$ cat config.mk
export PLATFORM = sky130hd
export DESIGN_NAME = instruction_fetch_flat
export DESIGN_NICKNAME = d
export VERILOG_FILES = /design/src/rtl/riscv_pkg.sv /design/src/rtl/instruction_fetch_if.sv /design/src/rtl/pc_register.sv /design/src/rtl/instruction_fetch.sv /design/src/flat_wrapper.sv
export SDC_FILE = /design/constraint.sdc
export NUM_CORES = 1
export LEC_CHECK = 0
export BUFFER_PORTS_ARGS = -buffer_cell sky130_fd_sc_hd__buf_2
export CORE_MARGIN = 3
export CORE_UTILIZATION = 25
export DETAILED_ROUTE_END_ITERATION = 8
export SYNTH_ARGS = -nofsm -noshare
export SYNTH_HDL_FRONTEND = slang
export SYNTH_SLANG_ARGS = --single-unit
$ cat constraint.sdc
create_clock -name clk -period 2.6 [get_ports clk]
set_clock_uncertainty 0.1 [all_clocks]
set_input_delay 0.52 -clock clk [delete_from_list [all_inputs] [get_ports clk]]
set_output_delay 0.52 -clock clk [all_outputs]
set_load 0.01 [all_outputs]
$ cat src/rtl/riscv_pkg.sv
// Shared RISC-V front-end definitions: widths, fetch FSM states and the canonical NOP.
package riscv_pkg;

  localparam int unsigned XLEN = 64;
  localparam int unsigned ILEN = 32;

  localparam logic [ILEN-1:0] NOP = 32'h0000_0013;

  typedef enum logic [1:0] {
    RUN   = 2'd0,
    HOLD  = 2'd1,
    FAULT = 2'd2
  } fetch_state_e;

endpackage

$ cat src/rtl/instruction_fetch_if.sv
// Instruction-memory read channel between the fetch stage (master) and memory (slave).
interface instruction_fetch_if #(
  parameter int unsigned XLEN = riscv_pkg::XLEN
) ();

  logic                       IMem_Req;
  logic [XLEN-1:0]            IMem_Addr;
  logic                       IMem_Ready;
  logic [riscv_pkg::ILEN-1:0] IMem_Data;

  modport master (
    output IMem_Req,
    output IMem_Addr,
    input  IMem_Ready,
    input  IMem_Data
  );

  modport slave (
    input  IMem_Req,
    input  IMem_Addr,
    output IMem_Ready,
    output IMem_Data
  );

endinterface

$ cat src/rtl/pc_register.sv
// Program counter with sequential +4 advance and branch redirect; redirect wins.
module pc_register #(
  parameter int unsigned     XLEN     = 64,
  parameter logic [XLEN-1:0] RESET_PC = '0
) (
  input  logic            clk,
  input  logic            reset,
  input  logic            advance_i,
  input  logic            redirect_i,
  input  logic [XLEN-1:0] target_i,
  output logic [XLEN-1:0] pc_o
);

  logic [XLEN-1:0] pc_q;
  logic [XLEN-1:0] pc_d;

  // Addition wraps naturally at 2^XLEN.
  always_comb begin
    pc_d = pc_q;
    if (redirect_i) begin
      pc_d = target_i;
    end else if (advance_i) begin
      pc_d = pc_q + XLEN'(4);
    end
  end

  always_ff @(posedge clk) begin
    if (reset) begin
      pc_q <= RESET_PC;
    end else begin
      pc_q <= pc_d;
    end
  end

  assign pc_o = pc_q;

endmodule

$ cat src/rtl/instruction_fetch.sv
// Single-stage instruction fetch: issues reads at PC, registers the returned word for IF_ID,
// holds under Stall, redirects on taken branches and traps on misaligned targets.
module instruction_fetch #(
  parameter int unsigned     XLEN     = 64,
  parameter logic [XLEN-1:0] RESET_PC = '0
) (
  input  logic                       clk,
  input  logic                       reset,
  input  logic                       Stall,
  input  logic                       Branch_Taken,
  input  logic [XLEN-1:0]            Branch_Target,
  instruction_fetch_if.master        imem,
  output logic [XLEN-1:0]            PC_Out,
  output logic [riscv_pkg::ILEN-1:0] Instruction,
  output logic                       Fetch_Valid,
  output logic                       Fetch_Fault
);

  import riscv_pkg::*;

  fetch_state_e    state_q;
  logic            valid_q;
  logic            fault_q;
  logic [XLEN-1:0] pc_out_q;
  logic [ILEN-1:0] instr_q;
  logic [XLEN-1:0] pc;

  logic misaligned_c;
  logic req_c;
  logic xfer_c;
  logic redirect_c;
  logic advance_c;

  // A new word may only be requested when the output slot is free or being drained.
  assign misaligned_c = (Branch_Target[1:0] != 2'b00);
  assign req_c        = !reset && (state_q == RUN) && (!valid_q || !Stall);
  assign xfer_c       = req_c && imem.IMem_Ready;
  assign redirect_c   = Branch_Taken && !misaligned_c && (state_q != FAULT);
  assign advance_c    = xfer_c && !Branch_Taken;

  pc_register #(
    .XLEN     (XLEN),
    .RESET_PC (RESET_PC)
  ) u_pc_register (
    .clk        (clk),
    .reset      (reset),
    .advance_i  (advance_c),
    .redirect_i (redirect_c),
    .target_i   (Branch_Target),
    .pc_o       (pc)
  );

  always_ff @(posedge clk) begin
    if (reset) begin
      state_q  <= RUN;
      valid_q  <= 1'b0;
      fault_q  <= 1'b0;
      pc_out_q <= '0;
      instr_q  <= '0;
    end else begin
      case (state_q)
        RUN, HOLD: begin
          if (Branch_Taken) begin
            // Branch flushes the slot and discards any same-cycle response.
            valid_q <= 1'b0;
            if (misaligned_c) begin
              fault_q <= 1'b1;
              state_q <= FAULT;
            end else begin
              state_q <= RUN;
            end
          end else if (state_q == HOLD) begin
            if (!Stall) begin
              valid_q <= 1'b0;
              state_q <= RUN;
            end
          end else if (xfer_c) begin
            instr_q  <= imem.IMem_Data;
            pc_out_q <= pc;
            valid_q  <= 1'b1;
          end else if (valid_q && Stall) begin
            state_q <= HOLD;
          end else begin
            valid_q <= 1'b0;
          end
        end
        FAULT: begin
          valid_q <= 1'b0;
        end
        default: begin
          valid_q <= 1'b0;
          state_q <= RUN;
        end
      endcase
    end
  end

  assign imem.IMem_Req  = req_c;
  assign imem.IMem_Addr = pc;
  assign PC_Out         = pc_out_q;
  assign Instruction    = instr_q;
  assign Fetch_Valid    = valid_q;
  assign Fetch_Fault    = fault_q;

endmodule

$ cat src/flat_wrapper.sv
// flat-port wrapper written by rule: the top's interface ports become plain ports
module instruction_fetch_flat import riscv_pkg::*;
#(
  parameter int unsigned     XLEN     = 64,
  parameter logic [XLEN-1:0] RESET_PC = '0
)
  (clk, reset, Stall, Branch_Taken, Branch_Target, PC_Out, Instruction, Fetch_Valid, Fetch_Fault, imem_IMem_Req, imem_IMem_Addr, imem_IMem_Ready, imem_IMem_Data);
  instruction_fetch_if #(.XLEN(XLEN)) imem_i ();
  input  logic clk;
  input  logic reset;
  input  logic Stall;
  input  logic Branch_Taken;
  input  logic [XLEN-1:0] Branch_Target;
  output logic [XLEN-1:0] PC_Out;
  output logic [riscv_pkg::ILEN-1:0] Instruction;
  output logic Fetch_Valid;
  output logic Fetch_Fault;
  output wire logic [$bits(imem_i.IMem_Req)-1:0] imem_IMem_Req;
  output wire logic [$bits(imem_i.IMem_Addr)-1:0] imem_IMem_Addr;
  input wire logic [$bits(imem_i.IMem_Ready)-1:0] imem_IMem_Ready;
  input wire logic [$bits(imem_i.IMem_Data)-1:0] imem_IMem_Data;
  assign imem_IMem_Req = imem_i.IMem_Req;
  assign imem_IMem_Addr = imem_i.IMem_Addr;
  assign imem_i.IMem_Ready = imem_IMem_Ready;
  assign imem_i.IMem_Data = imem_IMem_Data;
  instruction_fetch #(.XLEN(XLEN), .RESET_PC(RESET_PC)) u_core (.clk(clk), .reset(reset), .Stall(Stall), .Branch_Taken(Branch_Taken), .Branch_Target(Branch_Target), .imem(imem_i), .PC_Out(PC_Out), .Instruction(Instruction), .Fetch_Valid(Fetch_Valid), .Fetch_Fault(Fetch_Fault));
endmodule
==> reports/results.txt, run 1 <==
Mapped Area = 0.00703 mm²
Initial DRC count = 399
DP HPWL = 18,600 µm
Total CTS buffers = 17
Post-synth EDFFs = 0
Final Cycle Share = 96.0%
Port Buffer Count = 263
Pwr Density = 592 mW/mm²
Share of cells above drive strength 1 = 33.1%
CTS sink cnt = 164
Initial antenna violation count = 4
WP data required = 2.82 ns
Slowest-stage cell, CP = or4b_4
Clock Path Buffers = 2
Critical path class = flop to flop
Maximum number of pins on one net before global-route repair = 91
Utilization after layout = 36.5%
FP Rows = 60
Die X = 174 µm
First-pass GRT wire length = 39,600 µm
Max_slew headroom = 29.7%
Area Overhead vs Synth = 41.4%
Final min period = 2.50 ns
Root buffer cell = clkbuf_16
Final TNS setup = 0 ns
CTS Hold Bufs = 0
CP cell instances = or3_4 > or4b_4 > or3_4 > or3_1 > a311oi_1
Clock Latency Late Sink = 0.41 ns
Fraction of registers with async set/reset = 0%
CP Buf/Inv Count = 0
Fmax = 401 MHz
Final setup fails = 0
CP Depth = 5
Most used DFF post-synth = dfxtp_1
Initial Util = 25.8%
Crit path launch type = flop
Critical Path Most Common Cell = or3_4
Min-Delay Path Class = primary input to flop
Placed instance area = 0.00930 mm²
Worst setup EP type = flop
Avg WL per Cell = 15.9 µm
#FFs+latches synth = 164
Crit path capture = u_core.u_pc_register.pc_o[52]$_SDFFE_PP0P_
Via-to-Cell Ratio = 4.63
Crit-path max FO = 13
WP data arrival = 2.72 ns
Reg2reg end = u_core.u_pc_register.pc_o[52]$_SDFFE_PP0P_
Max stage delay on crit path = 0.50 ns
Number of global-route vias before repair = 6,972
# IOs = 264
Sequential area share after synthesis = 46.7%
Core ar. = 0.0273 mm²
Total global-route track usage = 16.3%
DR DRC count = 0
RSZ-0062 raised after global routing = no
Final Hold Vio Count = 0
Via count = 7,313
Hold path startpoint = Branch_Target[36]
CP Launch Point = u_core.state_q[1]$_SDFFE_PP0P_
Fin nets = 1,295
Worst VDD drop = 0.278 mV
Net Count, Synth = 991
# Post-CTS Setup Buffers = 0
DIE AREA = 0.0302 mm²
Post-synthesis cell type count = 41
Cell count after synthesis = 889
Yosys Warn Count = 0
Worst-margin pin slew = 1.05 ns
RePlAce Congestion = 0.822
Grt ovf = 0
Max-slew violations = 0
Die H = 174 µm
Tot Pwr = 5.88 mW
Most frequent cells in the layout = buf_2 (262), nand2_1 (228), dfxtp_1 (164)
Worst reg2reg path depth = 5
Pre-Repair DR Iteration Count = 5
Clk pin slew, worst setup/hold paths = 0.07 ns
Commonest non-fill, non-tap cell in the layout = buf_2
Post-route ant nets = 0
Final instance area = 0.00993 mm²
Leakage = 4.08 nW
Final wirelength = 25,200 µm
Number of fill cells = 2,888
Outcome = finished, final reports clean
R2R Path Start = u_core.state_q[1]$_SDFFE_PP0P_
Max cap viols = 0
CTS tree = yes
Syn_area_per_cell = 7.90 µm²
Critical path's top delay family = simple AND/OR/NAND/NOR gates
H-tree depth = 4
Reg2reg setup slack = 0.10 ns
==> state kept, by name, summed over array words and instances, names as in the netlist <==
| signal | count |
|---|---|
| u_core.PC_Out | 64 |
| u_core.Fetch_Valid | 1 |
| u_core.u_pc_register.pc_o | 64 |
| u_core.Fetch_Fault | 1 |
| u_core.state_q | 2 |
| u_core.Instruction | 32 |
==> cells in the mapped netlist, types with 3 or more instances <==
library cell | n | area (µm²)
nor3_1 | 11 | 55.1
nor3_2 | 4 | 40.0
or4_1 | 6 | 45.0
o21ai_0 | 11 | 55.1
xnor2_1 | 24 | 210
dfxtp_1 | 164 | 3280
mux2i_1 | 3 | 30.0
nand2b_1 | 3 | 18.8
nor4_1 | 13 | 81.3
nand4_1 | 27 | 169
nand2_1 | 228 | 856
or3_1 | 10 | 62.6
a21oi_1 | 104 | 521
a31oi_1 | 3 | 18.8
a311oi_1 | 7 | 61.3
buf_1 | 4 | 15.0
nand3_1 | 27 | 135
a211oi_1 | 45 | 338
and3_1 | 8 | 50.1
xor2_1 | 23 | 201
clkbuf_1 | 53 | 199
and2_1 | 7 | 43.8
nor2_1 | 76 | 285
nor4_2 | 4 | 50.1
inv_1 | 5 | 18.8
==> report_power, final <==
group	leakage, nW	internal, mW	total (mW)	switching, mW
Combinational	2.46	0.243	0.566	0.323
Sequential	1.33	2.59	2.65	0.0663
Clock	0.295	1.56	2.66	1.09
Total	4.08	4.39	5.88	1.48
==> metal layers <==
layer  routed length, µm  part of all wire (%)  vias to the layer above  GRT usage (%)
li1                    -                     -                     3685              -
met1               11700                    47                     3427           22.0
met2               11800                    47                      183           26.5
met3                1420                   5.6                       14           3.79
met4                 210                  0.83                        4           3.52
met5                  21                 0.083                        -              0
==> per-stage QoR <==
stage / setup slack (ns) / hold WS (ns) / cells
3_5_place_dp: -0.252 / 0.341 / 1546
2_1_floorplan: -0.0991 / 0.370 / 889
3_3_place_gp: -0.225 / 0.335 / 1546
4_1_cts: 0.0373 / 0.188 / 1577
5_1_grt: 0.0119 / 0.212 / 1579
6_report: 0.105 / 0.218 / 1579
==> area by class of cell <==
| type | count | area (µm²) | share of cell area, % |
|---|---|---|---|
| sequential | 164 | 3280 | 33.1 |
| antenna | 2 | 5.00 | 0.0504 |
| multi-input combinational | 660 | 3550 | 35.8 |
| inverter | 5 | 18.8 | 0.189 |
| clock buffer | 19 | 453 | 4.56 |
| timing repair buffer | 345 | 2000 | 20.1 |
| tap | 372 | 465 | 4.69 |
| clock inverter | 12 | 155 | 1.56 |
==> repair_timing <==
item | 4_1_cts | 5_1_grt
setup endpoints to repair | 0 | 11
endpoints found under the hold margin | 0 | 0
gates resized for setup | 0 | 4
==> worst min-delay path: stages <==
cell     delay (ns)
buf_2          0.07
nand2_1        0.04
o21ai_0        0.06
==> logic make-up after synthesis <==
| family | synth area share, % |
|---|---|
| xor+xnor | 5.86 |
| simple gates | 28.3 |
| flops | 46.7 |
| mux | 0.588 |
| fa+ha+maj | 0.178 |
| buf+inv | 3.70 |
| compound gates | 14.7 |
==> how the worst min path moves through the flow <==
stage / cells past startpoint / slack, ns / end
floorplan: 2 / 0.37 / u_core.Fetch_Fault$_SDFFE_PP0P_
global placement: 2 / 0.33 / u_core.Fetch_Fault$_SDFFE_PP0P_
global route: 3 / 0.21 / u_core.Instruction[26]$_SDFFE_PP0P_
CTS: 3 / 0.19 / u_core.u_pc_register.pc_o[36]$_SDFFE_PP0P_
finish: 3 / 0.22 / u_core.u_pc_register.pc_o[36]$_SDFFE_PP0P_
detailed placement: 2 / 0.34 / u_core.Fetch_Fault$_SDFFE_PP0P_
Note: power is estimated with default switching activity, not from simulation.
==> run 2, diff against run 1 <==
--- a/config.mk
+++ b/config.mk
@@ -9,6 +9,8 @@
 export CORE_MARGIN = 3
 export CORE_UTILIZATION = 25
 export DETAILED_ROUTE_END_ITERATION = 8
+export REMOVE_ABC_BUFFERS = 1
+export SETUP_SLACK_MARGIN = 0.4
 export SYNTH_ARGS = -nofsm -noshare
 export SYNTH_HDL_FRONTEND = slang
 export SYNTH_SLANG_ARGS = --single-unit
==> run 2 against run 1 <==
Critical path depth is the same; flip-flop and latch count unchanged; clock-buffer cell count rose by 5; non-clock buffer count increased by 13; combinational power rose by 1%; sequential share of layout area is 0.98 points lower; utilization is 1.5 points higher; largest cell class unchanged.
==> reports/results.txt, run 2 (synthesized netlist as in run 1, its figures left out) <==
Outcome = finished, final reports clean (unchanged)
WP data arrival = 2.60 ns (was 2.72 ns)
Crit path capture = u_core.u_pc_register.pc_o[38]$_SDFFE_PP0P_ (was u_core.u_pc_register.pc_o[52]$_SDFFE_PP0P_)
Final min period = 2.38 ns (was 2.50 ns)
Max-slew violations = 0 (unchanged)
RSZ-0062 raised after global routing = yes (was no)
Initial antenna violation count = 2 (was 4)
Non-filler cells, final = 1,593 (was 1,579)
Root buffer cell = clkbuf_16 (unchanged)
Fin nets = 1,309 (was 1,295)
Pre-CTS WS = -0.328 ns (was -0.252 ns)
WP data required = 2.82 ns (about the same)
Min-Delay Path Class = primary input to flop (unchanged)
Total CTS buffers = 17 (unchanged)
Fmax = 420 MHz (was 401 MHz)
Number of global-route vias before repair = 7,092 (was 6,972)
Via count = 7,397 (was 7,313)
DIE AREA = 0.0302 mm² (unchanged)
Pre-Repair DR Iteration Count = 4 (was 5)
Most frequent cells in the layout = buf_2 (263), nand2_1 (226), dfxtp_1 (142) (was buf_2 (262), nand2_1 (228), dfxtp_1 (164))
Clock Latency Late Sink = 0.42 ns (was 0.41 ns)
# IOs = 264 (unchanged)
Die X = 174 µm (unchanged)
CTS Hold Bufs = 0 (unchanged)
CP Launch Point = u_core.state_q[1]$_SDFFE_PP0P_ (unchanged)
FP Rows = 60 (unchanged)
Worst setup EP type = flop (unchanged)
Final Hold Vio Count = 0 (unchanged)
Final setup fails = 0 (unchanged)
Reg2reg end = u_core.u_pc_register.pc_o[38]$_SDFFE_PP0P_ (was u_core.u_pc_register.pc_o[52]$_SDFFE_PP0P_)
Commonest non-fill, non-tap cell in the layout = buf_2 (unchanged)
Initial DRC count = 416 (was 399)
Worst reg2reg path depth = 5 (unchanged)
Reg2reg setup slack = 0.22 ns (was 0.10 ns)
Final Cycle Share = 91.7% (was 96.0%)
Avg WL per Cell = 16.6 µm (was 15.9 µm)
Worst VDD drop = 0.338 mV (was 0.278 mV)
Die H = 174 µm (unchanged)
Area Overhead vs Synth = 47.0% (was 41.4%)
Pwr Density = 547 mW/mm² (was 592 mW/mm²)
First-pass GRT wire length = 40,300 µm (was 39,600 µm)
Clock Path Buffers = 2 (unchanged)
H-tree depth = 4 (unchanged)
CTS tree = yes (unchanged)
Initial Util = 25.8% (unchanged)
R2R Path Start = u_core.state_q[1]$_SDFFE_PP0P_ (unchanged)
Clk pin slew, worst setup/hold paths = 0.07 ns (about the same)
Worst-margin pin slew = 0.814 ns (was 1.05 ns)
Critical path class = flop to flop (unchanged)
Tot Pwr = 5.65 mW (was 5.88 mW)
Total global-route track usage = 16.7% (was 16.3%)
Port Buffer Count = 263 (unchanged)
Crit-path max FO = 6 (was 13)
Grt ovf = 0 (unchanged)
Dpl cells = 1,539 (was 1,546)
RePlAce Congestion = 0.788 (was 0.822)
DR DRC count = 0 (unchanged)
Crit path launch type = flop (unchanged)
DP HPWL = 18,700 µm (was 18,600 µm)
CTS sink cnt = 164 (unchanged)
Share of cells above drive strength 1 = 37.9% (was 33.1%)
Final wirelength = 26,500 µm (was 25,200 µm)
Leakage = 4.36 nW (was 4.08 nW)
Core ar. = 0.0273 mm² (unchanged)
Max cap viols = 0 (unchanged)
Max_slew headroom = 45.8% (was 29.7%)
Setup ws final = 0.217 ns (was 0.105 ns)
Via-to-Cell Ratio = 4.64 (was 4.63)
Post-route ant nets = 0 (unchanged)
Maximum number of pins on one net before global-route repair = 73 (was 91)
==> run 2: changes by cell type in the layout (fill, tap and decap cells not counted), sizes merged <==
cell	change
buf	+11
clkbuf	+7
bufinv	-3
clkinv	-1
clkinvlp	+1
diode	-1
inv	-1
or3	+1
==> run 2: how the worst min path moves through the flow <==
stage,startpoint,to,cells after the start,slack [ns]
after CTS,Branch_Target[63],u_core.u_pc_register.pc_o[63]$_SDFFE_PP0P_,3,0.21
final,imem_IMem_Data[1],u_core.Instruction[1]$_SDFFE_PP0P_,3,0.23
after detailed placement,u_core.Fetch_Fault$_SDFFE_PP0P_,u_core.Fetch_Fault$_SDFFE_PP0P_,2,0.34
after global placement,u_core.Fetch_Fault$_SDFFE_PP0P_,u_core.Fetch_Fault$_SDFFE_PP0P_,2,0.33
after global routing,Branch_Target[63],u_core.u_pc_register.pc_o[63]$_SDFFE_PP0P_,3,0.21
after floorplan,u_core.Fetch_Fault$_SDFFE_PP0P_,u_core.Fetch_Fault$_SDFFE_PP0P_,2,0.36
==> run 2: per-layer routing <==
layer	vias to the layer above	wire length, µm	global-route usage, %
met2	200	12400	27.1
met1	3460	12200	22.2
met3	26	1490	4.03
met5	-	7	0
li1	3709	-	-
met4	2	410	4.32
==> run 2: what timing repair did <==
item	CTS	global route
resized for setup	34	61
endpoints found under the setup margin	63	53
buffers inserted	3	14
pin swaps	32	27
gates cloned	1	3
==> run 2: per-stage QoR <==
step / setup TNS (ns) / area [µm²] / hold WS (ns) / utilization, %
2_1_floorplan: -461.08 / 6790 / 0.363 / -
3_3_place_gp: -5.22 / 9210 / 0.333 / 33.8
3_5_place_dp: -6.68 / 9210 / 0.339 / 33.8
4_1_cts: 0 / 9930 / 0.212 / 36.5
5_1_grt: 0 / 10300 / 0.208 / 37.9
6_report: 0 / 10300 / 0.233 / 37.9
==> run 2: report_power, final <==
part	internal [mW]	switching (mW)	total (mW)
Combinational	0.248	0.325	0.573
Clock	1.32	1.09	2.41
Sequential	2.59	0.0745	2.67
==> run 2: critical path, cell delays in order, from the launching register on <==
cell and delay, ns:
dfxtp_1 0.31, or3_4 0.32, or4b_4 0.53, or3_4 0.41
or3_1 0.36, a311oi_1 0.25
==> run 2: area by class of cell <==
type | count | area [µm²]
fillers | 2842 | 16900
multi-input cells | 661 | 3820
flip-flops and latches | 164 | 3310
repair buffers | 358 | 2170
clock buffers | 24 | 492
well taps | 372 | 465
clock inverters | 8 | 51.3
inverters | 5 | 18.8
diodes | 1 | 2.50
==> run 3, diff against run 2 <==
--- a/config.mk
+++ b/config.mk
@@ -13,4 +13,5 @@
 export SETUP_SLACK_MARGIN = 0.4
 export SYNTH_ARGS = -nofsm -noshare
 export SYNTH_HDL_FRONTEND = slang
+export SYNTH_HIERARCHICAL = 1
 export SYNTH_SLANG_ARGS = --single-unit
==> run 3 against run 2 <==
The flow now finishes with violations (negative setup slack); area after synthesis rose by 6.8%; register-to-register slack got worse by 0.39 ns; synthesized cell count rose by 4.5%; hold slack got worse by 0.0072 ns; clock-buffer cell count fell by 2; largest cell class unchanged; setup slack got worse by 0.39 ns; sequential power barely moved; die area rose by 6.6%; power rose by 4.1%; critical path type unchanged.
==> reports/results.txt, run 3 <==
Tot Pwr = 5.88 mW (was 5.65 mW)
Final min period = 2.77 ns (was 2.38 ns)
Setup ws final = -0.170 ns (was 0.217 ns)
Reg2reg setup slack = -0.17 ns (was 0.22 ns)
Critical path class = flop to flop (unchanged)
Initial antenna violation count = 9 (was 2)
Total CTS buffers = 17 (unchanged)
Max cap viols = 0 (unchanged)
Initial DRC count = 624 (was 416)
Dpl cells = 1,600 (was 1,539)
Max_slew headroom = 32.7% (was 45.8%)
Min-Delay Path Class = primary input to flop (unchanged)
Fin nets = 1,360 (was 1,309)
Clock Path Buffers = 2 (unchanged)
Area occupied by multi-input gates = 0.00420 mm² (was 0.00382 mm²)
Synth cell count leaders = dfxtp_1 (164), nand3_1 (121), a21oi_1 (112) (was nand2_1 (228), dfxtp_1 (164), a21oi_1 (104))
Post-synth EDFFs = 0 (unchanged)
FP Rows = 62 (was 60)
Count leader, synth = dfxtp_1 (was nand2_1)
Number of fill cells = 3,067 (was 2,842)
Via-to-Cell Ratio = 5.11 (was 4.64)
DP HPWL = 20,800 µm (was 18,700 µm)
Number of global-route vias before repair = 7,762 (was 7,092)
Crit-path max FO = 3 (was 6)
Most frequent cells in the layout = buf_2 (262), dfxtp_1 (163), nand3_1 (114) (was buf_2 (263), nand2_1 (226), dfxtp_1 (142))
Mapped Area = 0.00751 mm² (was 0.00703 mm²)
Post-route ant nets = 0 (unchanged)
Maximum number of pins on one net before global-route repair = 145 (was 73)
Cell count after synthesis = 929 (was 889)
Final TNS setup = -1.43 ns (was 0 ns)
RePlAce Congestion = 0.813 (was 0.788)
Fraction of registers with async set/reset = 0% (unchanged)
WP data arrival = 3.01 ns (was 2.60 ns)
Yosys Warn Count = 6 (was 0)
Clock Latency Late Sink = 0.43 ns (was 0.42 ns)
Via count = 8,492 (was 7,397)
#FFs+latches synth = 164 (unchanged)
Die H = 179 µm (was 174 µm)
Area leader, netlist = dfxtp_1 (unchanged)
Port Buffer Count = 263 (unchanged)
Final instance area = 0.0111 mm² (was 0.0103 mm²)
Violated checks = negative setup slack
Initial Util = 25.7% (was 25.8%)
Pre-Repair DR Iteration Count = 5 (was 4)
Non-filler cells, final = 1,662 (was 1,593)
Root buffer cell = clkbuf_16 (unchanged)
Max-slew violations = 0 (unchanged)
Share of cells above drive strength 1 = 37.8% (was 37.9%)
Crit path launch type = flop (unchanged)
Grt ovf = 0 (unchanged)
Post-synthesis cell type count = 51 (was 41)
CTS sink cnt = 164 (unchanged)
Sequential area share after synthesis = 43.7% (was 46.7%)
Synth top area share = 43.7% (was 46.7%)
Final Cycle Share = 107% (was 91.7%)
Final wirelength = 30,100 µm (was 26,500 µm)
H-tree depth = 4 (unchanged)
Most used DFF post-synth = dfxtp_1 (unchanged)
# IOs = 264 (unchanged)
Worst-margin pin slew = 1.01 ns (was 0.814 ns)
DIE AREA = 0.0321 mm² (was 0.0302 mm²)
Placed instance area = 0.00987 mm² (was 0.00921 mm²)
Worst setup EP type = flop (unchanged)
RSZ-0062 raised after global routing = yes (unchanged)
DR DRC count = 0 (unchanged)
Final setup fails = 19 (was 0)
Fmax = 361 MHz (was 420 MHz)
Avg WL per Cell = 18.1 µm (was 16.6 µm)
Clk pin slew, worst setup/hold paths = 0.07 ns (about the same)
Hold Slack = 0.225 ns (was 0.233 ns)
Leakage = 4.58 nW (was 4.36 nW)
First-pass GRT wire length = 44,200 µm (was 40,300 µm)
Pwr Density = 531 mW/mm² (was 547 mW/mm²)
Outcome = complete, but fails checks (was finished, final reports clean)
WP data required = 2.84 ns (was 2.82 ns)
Reg area = 0.00328 mm² (was 0.00331 mm²)
Final Hold Vio Count = 0 (unchanged)
Syn_area_per_cell = 8.08 µm² (was 7.90 µm²)
Total global-route track usage = 17.5% (was 16.7%)
Commonest non-fill, non-tap cell in the layout = buf_2 (unchanged)
CTS tree = yes (unchanged)
Top cells by area, synth = dfxtp_1 (44%), nand3_1 (8.1%), a21oi_1 (7.5%), o21ai_0 (5.1%), nor2_1 (3.7%) (was dfxtp_1 (47%), nand2_1 (12%), a21oi_1 (7.4%), a211oi_1 (4.8%), nor2_1 (4.1%))
Worst VDD drop = 0.343 mV (was 0.338 mV)
Die X = 179 µm (was 174 µm)
Core ar. = 0.0292 mm² (was 0.0273 mm²)
Area Overhead vs Synth = 47.5% (was 47.0%)
-- run 3: cell types whose count changed in the layout (fill, tap and decap cells not counted), moves of 9 or more --
| cell | previous run | this run |
|---|---|---|
| o31ai_1 | 0 | 9 |
| xnor2_1 | 24 | 9 |
| o21ai_0 | 8 | 76 |
| nand2_1 | 226 | 33 |
| dfxtp_1 | 142 | 163 |
| o21ai_1 | 3 | 30 |
| buf_6 | 10 | 27 |
| a211oi_1 | 44 | 25 |
| buf_4 | 78 | 94 |
| nand3_1 | 18 | 114 |
| dfxtp_2 | 21 | 1 |
-- run 3: stage by stage --
step                      setup slack, ns  util, %
final                              -0.170     38.0
after global routing               -0.253     37.9
after CTS                          -0.176     37.1
after detailed placement           -0.672     33.8
after global placement             -0.659     33.8
after floorplan                     -1.91        -
-- run 3: where the power goes --
| part | internal [mW] | switching [mW] |
|---|---|---|
| Combinational | 0.281 | 0.419 |
| Clock | 1.40 | 1.11 |
| Sequential | 2.59 | 0.0757 |
| Total | 4.28 | 1.61 |
-- run 3: critical path: stages (launching register included) --
cell      delay, ns
dfxtp_2        0.33
or4b_4         0.54
nor2_4         0.11
buf_6          0.11
nand2_4        0.05
or3_4          0.35
or4_4          0.44
or4_4          0.43
a311oi_2       0.23
-- run 3: cell type report --
type / count / share of cell area [%]
clock buffer: 22 / 4.28
multi-input combinational: 672 / 37.9
tap: 384 / 4.34
sequential: 164 / 29.7
timing repair buffer: 391 / 22.4
clock inverter: 10 / 0.870
inverter: 12 / 0.407
antenna: 7 / 0.158
-- run 3: path summary, 6_finish.rpt --
check | startpoint | endpoint | cells after the start
min reg2reg | u_core/Fetch_Fault$_SDFFE_PP0P_ | u_core/Fetch_Fault$_SDFFE_PP0P_ | 2
max reg2reg | u_core/state_q[0]$_SDFFE_PP0P_ | u_core/u_pc_register/pc_o[44]$_SDFFE_PP0N_ | 8
max | u_core/state_q[0]$_SDFFE_PP0P_ | u_core/u_pc_register/pc_o[44]$_SDFFE_PP0N_ | 8
min | Branch_Target[8] | u_core/u_pc_register/pc_o[8]$_SDFFE_PP0N_ | 3
-- run 3: cell families (layout without fill, tap and decap cells) --
| group | count (synthesis) | count (layout) | synth area share [%] |
|---|---|---|---|
| multiplexers | 7 | 7 | 0.934 |
| flip-flops | 164 | 164 | 43.7 |
| AND/OR/NAND/NOR | 343 | 343 | 24.1 |
| adder cells (fa/ha/maj) | 1 | 1 | 0.167 |
| XOR/XNOR | 36 | 36 | 4.20 |
| AO/OA/AOI/OAI | 285 | 285 | 21.7 |
| other | 0 | 7 | 0 |
| buffers and inverters | 93 | 435 | 5.20 |
-- run 3: timing repair --
| item | in CTS | in global routing |
|---|---|---|
| setup endpoints to repair | 53 | 71 |
| buffers inserted | 14 | 9 |
| hold endpoints to repair | 0 | 0 |
| pin swaps | 79 | 29 |
| hold buffers | 0 | 0 |
| gates resized for setup | 57 | 38 |
-- run 3: per-layer routing --
layer  part of all wire [%]  GRT usage [%]
met1                     45           23.6
met2                     46           27.4
met3                    7.9           5.02
met4                    1.3           4.80
met5                   0.13              0
